<file path="config.mk">
export PLATFORM = sky130hd
export DESIGN_NAME = mem_access_unit
export DESIGN_NICKNAME = d
export VERILOG_FILES = /design/src/rtl/lc3_pkg.sv /design/src/rtl/mem_wait_timer.sv /design/src/rtl/mem_access_unit.sv
export SDC_FILE = /design/constraint.sdc
export NUM_CORES = 1
export LEC_CHECK = 0
export ABC_AREA = 1
export BUFFER_PORTS_ARGS = -buffer_cell sky130_fd_sc_hd__clkbuf_2
export CAP_MARGIN = 20
export CORE_MARGIN = 1
export CORE_UTILIZATION = 52
export CTS_BUF_LIST = sky130_fd_sc_hd__clkbuf_4 sky130_fd_sc_hd__clkbuf_8
export CTS_CLUSTER_DIAMETER = 80
export CTS_CLUSTER_SIZE = 16
export DETAILED_ROUTE_END_ITERATION = 12
export PLACE_DENSITY = 0.8
export SYNTH_ARGS = -nofsm -noshare
export SYNTH_HDL_FRONTEND = slang
export SYNTH_SLANG_ARGS = --single-unit
</file>
<file path="constraint.sdc">
create_clock -name clk -period 1.6 [get_ports clk]
set_input_delay 0.16 -clock clk [delete_from_list [all_inputs] [get_ports clk]]
set_output_delay 0.16 -clock clk [all_outputs]
set_load 0.01 [all_outputs]
</file>
<file path="src/rtl/lc3_pkg.sv">
// lc3_pkg: shared types for the LC-3 memory access path.
//   mem_op_t    : memory operation requested by the control unit
//   mau_state_t : sequencer states of mem_access_unit
//   LC3_WORD_W  : datapath word width
package lc3_pkg;

  localparam int LC3_WORD_W = 16;

  typedef enum logic [1:0] {
    MEM_LD  = 2'b00,
    MEM_ST  = 2'b01,
    MEM_LDI = 2'b10,
    MEM_STI = 2'b11
  } mem_op_t;

  typedef enum logic [2:0] {
    ST_IDLE,
    ST_PTR,
    ST_ACC,
    ST_DONE,
    ST_ERR
  } mau_state_t;

  // Indirect ops fetch a pointer first; store ops write in the final phase.
  function automatic logic is_indirect(input mem_op_t op);
    return (op == MEM_LDI) || (op == MEM_STI);
  endfunction

  function automatic logic is_store(input mem_op_t op);
    return (op == MEM_ST) || (op == MEM_STI);
  endfunction

endpackage

</file>
<file path="src/rtl/mem_wait_timer.sv">
// mem_wait_timer: counts cycles spent waiting for a memory acknowledge.
//   clk, rst_n : clock, asynchronous active-low reset
//   clr        : return the count to zero (takes priority over en)
//   en         : count one more waited cycle
//   expired    : count has reached TIMEOUT
module mem_wait_timer #(
  parameter int TIMEOUT = 255
) (
  input  logic clk,
  input  logic rst_n,
  input  logic clr,
  input  logic en,
  output logic expired
);

  localparam logic [15:0] LIMIT = 16'(TIMEOUT);

  logic [15:0] cnt_q;

  always_ff @(posedge clk or negedge rst_n) begin
    if (!rst_n) begin
      cnt_q <= '0;
    end else if (clr) begin
      cnt_q <= '0;
    end else if (en && (cnt_q != LIMIT)) begin
      // Saturate so a stalled parent can never wrap the count back to zero.
      cnt_q <= cnt_q + 16'd1;
    end
  end

  assign expired = (cnt_q == LIMIT);

endmodule

</file>
<file path="src/rtl/mem_access_unit.sv">
// mem_access_unit: LC-3 memory access sequencer for LD, ST, LDI and STI.
//   clk, rst_n        : clock, asynchronous active-low reset
//   start, op, ea,
//   st_data           : transaction request, sampled only while idle
//   busy, done, err   : status; done/err are one-cycle pulses
//   ld_data           : MDR, holds the most recent load result
//   mem_req, mem_we,
//   mem_addr,
//   mem_wdata         : memory request port (addr/wdata/we stable under req)
//   mem_ack, mem_rdata: memory response; rdata valid with ack
module mem_access_unit
  import lc3_pkg::*;
#(
  parameter int TIMEOUT = 255
) (
  input  logic                  clk,
  input  logic                  rst_n,
  input  logic                  start,
  input  mem_op_t               op,
  input  logic [LC3_WORD_W-1:0] ea,
  input  logic [LC3_WORD_W-1:0] st_data,
  output logic                  busy,
  output logic                  done,
  output logic                  err,
  output logic [LC3_WORD_W-1:0] ld_data,
  output logic                  mem_req,
  output logic                  mem_we,
  output logic [LC3_WORD_W-1:0] mem_addr,
  output logic [LC3_WORD_W-1:0] mem_wdata,
  input  logic                  mem_ack,
  input  logic [LC3_WORD_W-1:0] mem_rdata
);

  mau_state_t            state_q;
  mem_op_t               op_q;
  logic [LC3_WORD_W-1:0] mar_q;
  logic [LC3_WORD_W-1:0] mdr_q;
  logic [LC3_WORD_W-1:0] wdata_q;

  logic in_phase;
  logic expired;

  assign in_phase = (state_q == ST_PTR) || (state_q == ST_ACC);

  // The count restarts whenever no phase is active or a phase completes,
  // so every PTR/ACC phase is entered with a fresh budget.
  mem_wait_timer #(
    .TIMEOUT (TIMEOUT)
  ) u_timer (
    .clk     (clk),
    .rst_n   (rst_n),
    .clr     (!in_phase || mem_ack),
    .en      (in_phase && !mem_ack),
    .expired (expired)
  );

  always_ff @(posedge clk or negedge rst_n) begin
    if (!rst_n) begin
      state_q <= ST_IDLE;
      op_q    <= MEM_LD;
      mar_q   <= '0;
      mdr_q   <= '0;
      wdata_q <= '0;
    end else begin
      unique case (state_q)
        ST_IDLE: begin
          if (start) begin
            mar_q   <= ea;
            wdata_q <= st_data;
            op_q    <= op;
            state_q <= is_indirect(op) ? ST_PTR : ST_ACC;
          end
        end
        ST_PTR: begin
          if (mem_ack) begin
            mar_q   <= mem_rdata;  // pointer becomes the final address
            state_q <= ST_ACC;
          end else if (expired) begin
            state_q <= ST_ERR;
          end
        end
        ST_ACC: begin
          if (mem_ack) begin
            if (!is_store(op_q)) begin
              mdr_q <= mem_rdata;
            end
            state_q <= ST_DONE;
          end else if (expired) begin
            state_q <= ST_ERR;
          end
        end
        ST_DONE: state_q <= ST_IDLE;
        ST_ERR:  state_q <= ST_IDLE;
        default: state_q <= ST_IDLE;
      endcase
    end
  end

  // Status and request strobes decode straight from the state register.
  assign busy      = (state_q != ST_IDLE);
  assign done      = (state_q == ST_DONE);
  assign err       = (state_q == ST_ERR);
  assign mem_req   = in_phase;
  assign mem_we    = (state_q == ST_ACC) && is_store(op_q);
  assign mem_addr  = mar_q;
  assign mem_wdata = wdata_q;
  assign ld_data   = mdr_q;

endmodule

</file>
### After elaboration in Yosys (flattened, before gate mapping)

Index checks and enable logic that the tools add are counted.

| word-level totals | value |
|---|---|
| flip-flop bits (word level) | 69 |
| bits of input ports | 54 |
| output and inout port bits | 53 |
| logic and storage cells | 47 |

| cells by class | value |
|---|---|
| add/sub/neg operators | 1 |
| equal/unequal tests | 12 |
| multiplexer cells | 11 |
| bitwise gates (word level) | 1 |
| reductions and logical operators | 16 |

Operators with widths:

| cell | number |
|---|---|
| 2-to-1 mux 16 bit | 4 |
| case mux 16 bit (2 select lines) | 1 |
| adder 16 x 1 -> 16 bit, second input constant | 1 |
| == test 16 x 8 -> 1 bit, second input constant | 1 |
| != test 16 x 8 -> 1 bit, second input constant | 1 |
| 2-to-1 mux 3 bit | 4 |
| case mux 3 bit (3 select lines) | 1 |
| == test 2 bit, second input constant | 3 |
| == test 3 x 2 -> 1 bit, second input constant | 2 |
| AND reduction 3 bit | 2 |
| logical OR 1 bit | 4 |
| != test 2 bit, second input constant | 2 |
| nonzero test 2 bit | 2 |
| == test 3 x 1 -> 1 bit, second input constant | 1 |
| == test 3 bit, second input constant | 1 |
| logical AND 1 bit | 3 |
| logical NOT 3 bit | 1 |
| nonzero test 3 bit | 1 |
| == test 2 x 1 -> 1 bit, second input constant | 1 |
| logical NOT 1 bit | 2 |
| 2-to-1 mux 2 bit | 1 |
| AND reduction 2 bit | 1 |
| inverter 1 bit | 1 |

### Depth between registers and ports, before layout

| depth | value |
|---|---|
| word-level depth | 6 |
| depth in mapped cells | 10 |
| depth with buffers taken out | 9 |

### Hierarchy

From an unflattened synthesis, not the netlist that was laid out.

| unflattened totals | value |
|---|---|
| cell total of the unflattened synthesis | 460 |
| area total of the unflattened synthesis | 3524.6 um2 |

By module, submodules not included:

| module | instances | cells an instance | area each (um2) | sequential area each (um2) |
|---|---|---|---|---|
| mem_access_unit | 1 | 303 | 2448.6 | 1301.2 |
| mem_wait_timer | 1 | 157 | 1076.0 | 400.4 |

### Worst setup path before layout

No wires, ideal clock.

| timing | value |
|---|---|
| kind | register -> register |
| start point | register u_timer.cnt_q[0] |
| end point | register u_timer.cnt_q[0] |
| setup time | 0.077 ns |
| arrival | 1.355 ns |
| required time | 1.523 ns |
| slack | 0.167 ns |
| stages on the path, launching flop included | 9 |
| buffers on the path | 1 |
| clock period less this slack | 1.433 ns |
| cells stage by stage | dfrtp_1 > ha_1 > nand3_1 > nor2_2 > nand2_1 > buf_2 > nor2_1 > inv_1 > a21oi_1 |

| between the ends | value |
|---|---|
| cells in the longest elaborated chain, start to end | 3 |
| elaborated cells between the ends (all ways) | 6 |
| those cells by class | add/sub: 1; eq/ne: 1; mux: 2; reduce/logical: 2 |

Ends and longest elaborated chain:

| element | line | RTL |
|---|---|---|
| from (decl) | mem_wait_timer.sv:18 | `logic [15:0] cnt_q;` |
| from (signal assigned) | mem_wait_timer.sv:27 | `cnt_q <= cnt_q + 16'd1;` |
| adder 16 x 1 -> 16 bit or != test 16 x 8 -> 1 bit (tied branches) | mem_wait_timer.sv:27, mem_wait_timer.sv:25 |  |
| 2-to-1 mux 16 bit or logical AND 1 bit (tied branches) | mem_wait_timer.sv:25 | `end else if (en && (cnt_q != LIMIT)) begin` |
| 2-to-1 mux 16 bit or nonzero test 2 bit (tied branches) | - |  |

Several ways; a longest one is shown, not always the timed one. The select of a mux whose other input is x is not followed.
A chain may end at the register's enable or synchronous reset.

### Final worst setup path

| timing | value |
|---|---|
| start point | register u_timer.cnt_q[1] |
| end point | register u_timer.cnt_q[10] |

The elaborated chain is that of the path after synthesis.

==> flow_summary.json <==
{
  "drt_iter0_markers": 173,
  "dp_cells": 509,
  "port-buffer-count": 106,
  "die_area_um2": 6310,
  "drive_above_1_share": 0.401,
  "cts-root-buf": "clkbuf_8",
  "status": "complete, no violations",
  "nets": 506,
  "hold_viol_final": 0,
  "clk_latency_ps": 330,
  "path_clk_slew_ps": 70,
  "grt_pass1_wl_mm": 10.4,
  "start_util": 0.553,
  "cp_slowest_cell": "dfrtp_1",
  "power_uw": 7430,
  "cts_buffers": 9,
  "post_drt_via_cell_ratio": 4.96,
  "critPathMaxFanout": 4,
  "multi_input_area_um2": 1230,
  "grt_usage": 0.215,
  "routedWlPerCell_um": 12.3,
  "setup_viol": 0,
  "crit_top_cell": "nor2_1",
  "r2r_slack_ps": 70,
  "seq_area_um2": 1700,
  "crit_type": "flop to flop",
  "yosysSeqAreaShare": 0.545,
  "relSlewSlack": 0.760,
  "grt_pass1_vias": 2426,
  "syn_nets": 388,
  "syn_inst": 333,
  "arrival_ps": 1800,
  "finClkSkew_ps": 7.13,
  "crit_path_end_kind": "flop",
  "grt_overflow": 0,
  "fmax_mhz": 652,
  "max_stage_delay_ps": 410,
  "ys_warn_count": 0,
  "dr.pass1.iters": 5,
  "antenna_found_initial": 0,
  "ioPinCount": 107,
  "die_w_um": 79.5,
  "cts_buffer_depth": 2,
  "vias": 2618,
  "diodes": 0,
  "rows": 27,
  "synth-edff-count": 0,
  "cts_tree": "built",
  "ys_types": 30,
  "h-tree-depth": 3,
  "post-dp-hpwl_mm": 4.70,
  "async_reset_ff_frac": 1.00,
  "drc": 0,
  "holdCritStartpoint": "st_data[11]",
  "grt_max_degree": 69,
  "maxSlewViolCount": 0,
  "r2r-end": "u_timer.cnt_q[10]$_DFFE_PN0P_",
  "ant_nets": 0,
  "vdd_ir_drop_max_uv": 1090,
  "critPathLaunchType": "flop",
  "clock_sinks": 68,
  "drv_cap": 0,
  "routabilityCongestion": 0.829,
  "fill_cells": 448,
  "powerDensity_nw_per_um2": 1830,
  "required_ps": 1870,
  "fin_cells": 528,
  "core_region_area_um2": 5640,
  "postSynthAreaPerCell_um2": 9.37,
  "synthFlopType": "dfrtp_1",
  "crit_chain": "ha_2, nand3_2, nor2_4, nand2_1, buf_4, nor2_1, o21ai_2, nor2_1",
  "holdCritPathClass": "input port to flop",
  "hold-path-endpoint": "mem_wdata[11]$_DFFE_PN0P_",
  "syn_area_um2": 3120,
  "wl_mm": 6.52,
  "die_h_um": 79.5,
  "min_path_cells": 2,
  "reg2reg_depth": 8,
  "p_leak_uw": 0.00206,
  "fin_crit_ps": 1530,
  "ys_ff_latch": 68,
  "min_period_over_period": 0.958,
  "r2r_start": "u_timer.cnt_q[1]$_DFFE_PN0P_",
  "tightest_slew_ps": 360,
  "area_growth_pct": 30.4,
  "whs_ps": 49.9
}
[area by class of cell]
class                           instances  share of cell area
Sequential cell                        68               0.419
Multi-Input combinational cell        218               0.302
Timing Repair Buffer                  120               0.163
Clock buffer                           12              0.0391
Inverter                               34              0.0320
Clock inverter                          4              0.0234
Tap cell                               72              0.0221
[critical path, delay by kind of cell (launching register included)]
kind                       cells  cell delay, ps
and+or+nand+nor                5             580
adders and majority gates      1             240
buffers and inverters          1             170
AOI/OAI and AO/OA              1              60
DFF                            1             410
[cell usage after synthesis (2+ instances only)]
cell type   n  area, um^2
nand2_2     2        12.5
nand2_1    50         188
nand3_1     6        30.0
o21ai_2     4        35.0
a21oi_1    36         180
inv_1      33         124
mux2_2     16         180
xor2_1      2        17.5
buf_2       6        30.0
a31oi_1     2        12.5
nor2_1     54         203
dfrtp_1    68        1700
a21oi_2    11        96.3
buf_4       3        22.5
nand4_1     2        12.5
buf_6       3        33.8
nor3_1      3        15.0
o21ai_0    20         100
[power breakdown]
part | total, uW | switching [uW] | internal, uW
clock network | 1750 | 616 | 1140
logic | 2920 | 1630 | 1290
registers | 2760 | 381 | 2380
total | 7430 | 2620 | 4800
[registers in the layout, summed over array words and instances (netlist names)]
name	count
mem_addr	16
op_q	1
state_q	3
u_timer.cnt_q	16
ld_data	16
mem_wdata	16
[kinds of logic after synthesis]
| kind of cell | Yosys count | synth area share |
|---|---|---|
| AO/OA/AOI/OAI | 75 | 0.144 |
| XOR/XNOR | 2 | 0.00561 |
| adder cells (fa/ha/maj) | 1 | 0.00401 |
| buffers and inverters | 47 | 0.0706 |
| flip-flops | 68 | 0.545 |
| multiplexers | 16 | 0.0577 |
| AND/OR/NAND/NOR | 124 | 0.173 |
[worst max-delay path by stage]
stage,slack (ps),depth (start not counted),from,end
4_1_cts,30,7,u_timer.cnt_q[1]$_DFFE_PN0P_,u_timer.cnt_q[14]$_DFFE_PN0P_
5_1_grt,-30,8,u_timer.cnt_q[1]$_DFFE_PN0P_,u_timer.cnt_q[10]$_DFFE_PN0P_
3_5_place_dp,-20,7,u_timer.cnt_q[1]$_DFFE_PN0P_,u_timer.cnt_q[0]$_DFFE_PN0P_
6_report,70,8,u_timer.cnt_q[1]$_DFFE_PN0P_,u_timer.cnt_q[10]$_DFFE_PN0P_
3_3_place_gp,70,7,u_timer.cnt_q[1]$_DFFE_PN0P_,u_timer.cnt_q[0]$_DFFE_PN0P_
2_1_floorplan,170,8,u_timer.cnt_q[0]$_DFFE_PN0P_,u_timer.cnt_q[0]$_DFFE_PN0P_
[what timing repair did]
item	4_1_cts	5_1_grt
hold endpoints to repair	68	0
hold buffers	1	0
setup buffers	0	2
pin swaps	0	1
resized for setup	2	8
setup endpoints to repair	2	14
[metal layers]
layer	wire, um	up-vias	GRT usage	part of all wire
met1	3000	1188	0.283	0.46
met3	452	8	0.0423	0.069
met5	0	-	0	0
met4	98	0	0.0982	0.015
li1	-	1318	-	-
met2	2970	104	0.342	0.45
[metrics by stage]
| step | worst slack (ps) | cell area [um^2] | util | TNS [ps] |
|---|---|---|---|---|
| 6_report | 66.8 | 4070 | 0.721 | 0 |
| 5_1_grt | -34.2 | 4070 | 0.721 | -34.2 |
| 3_5_place_dp | -18.4 | 3760 | 0.666 | -18.4 |
| 3_3_place_gp | 73.7 | 3760 | 0.666 | 0 |
| 4_1_cts | 28.4 | 4030 | 0.713 | 0 |
| 2_1_floorplan | 167 | 3120 | - | 0 |
[cells in the final DEF, fill, tap and decap left out, drive strengths merged]
master / instances
dfrtp: 68
nand3: 8
nor2: 56
clkbuf: 117
buf: 14
inv: 34
xor2: 2
nand3b: 1
nor3: 4
nand4: 2
mux2: 16
nand2: 53
ha: 1
clkinv: 1
dlygate4sd3: 1
bufinv: 3
o21ai: 25
a31oi: 2
a21oi: 47
a21boi: 1
No activity file was read; power rests on OpenSTA's default activity.
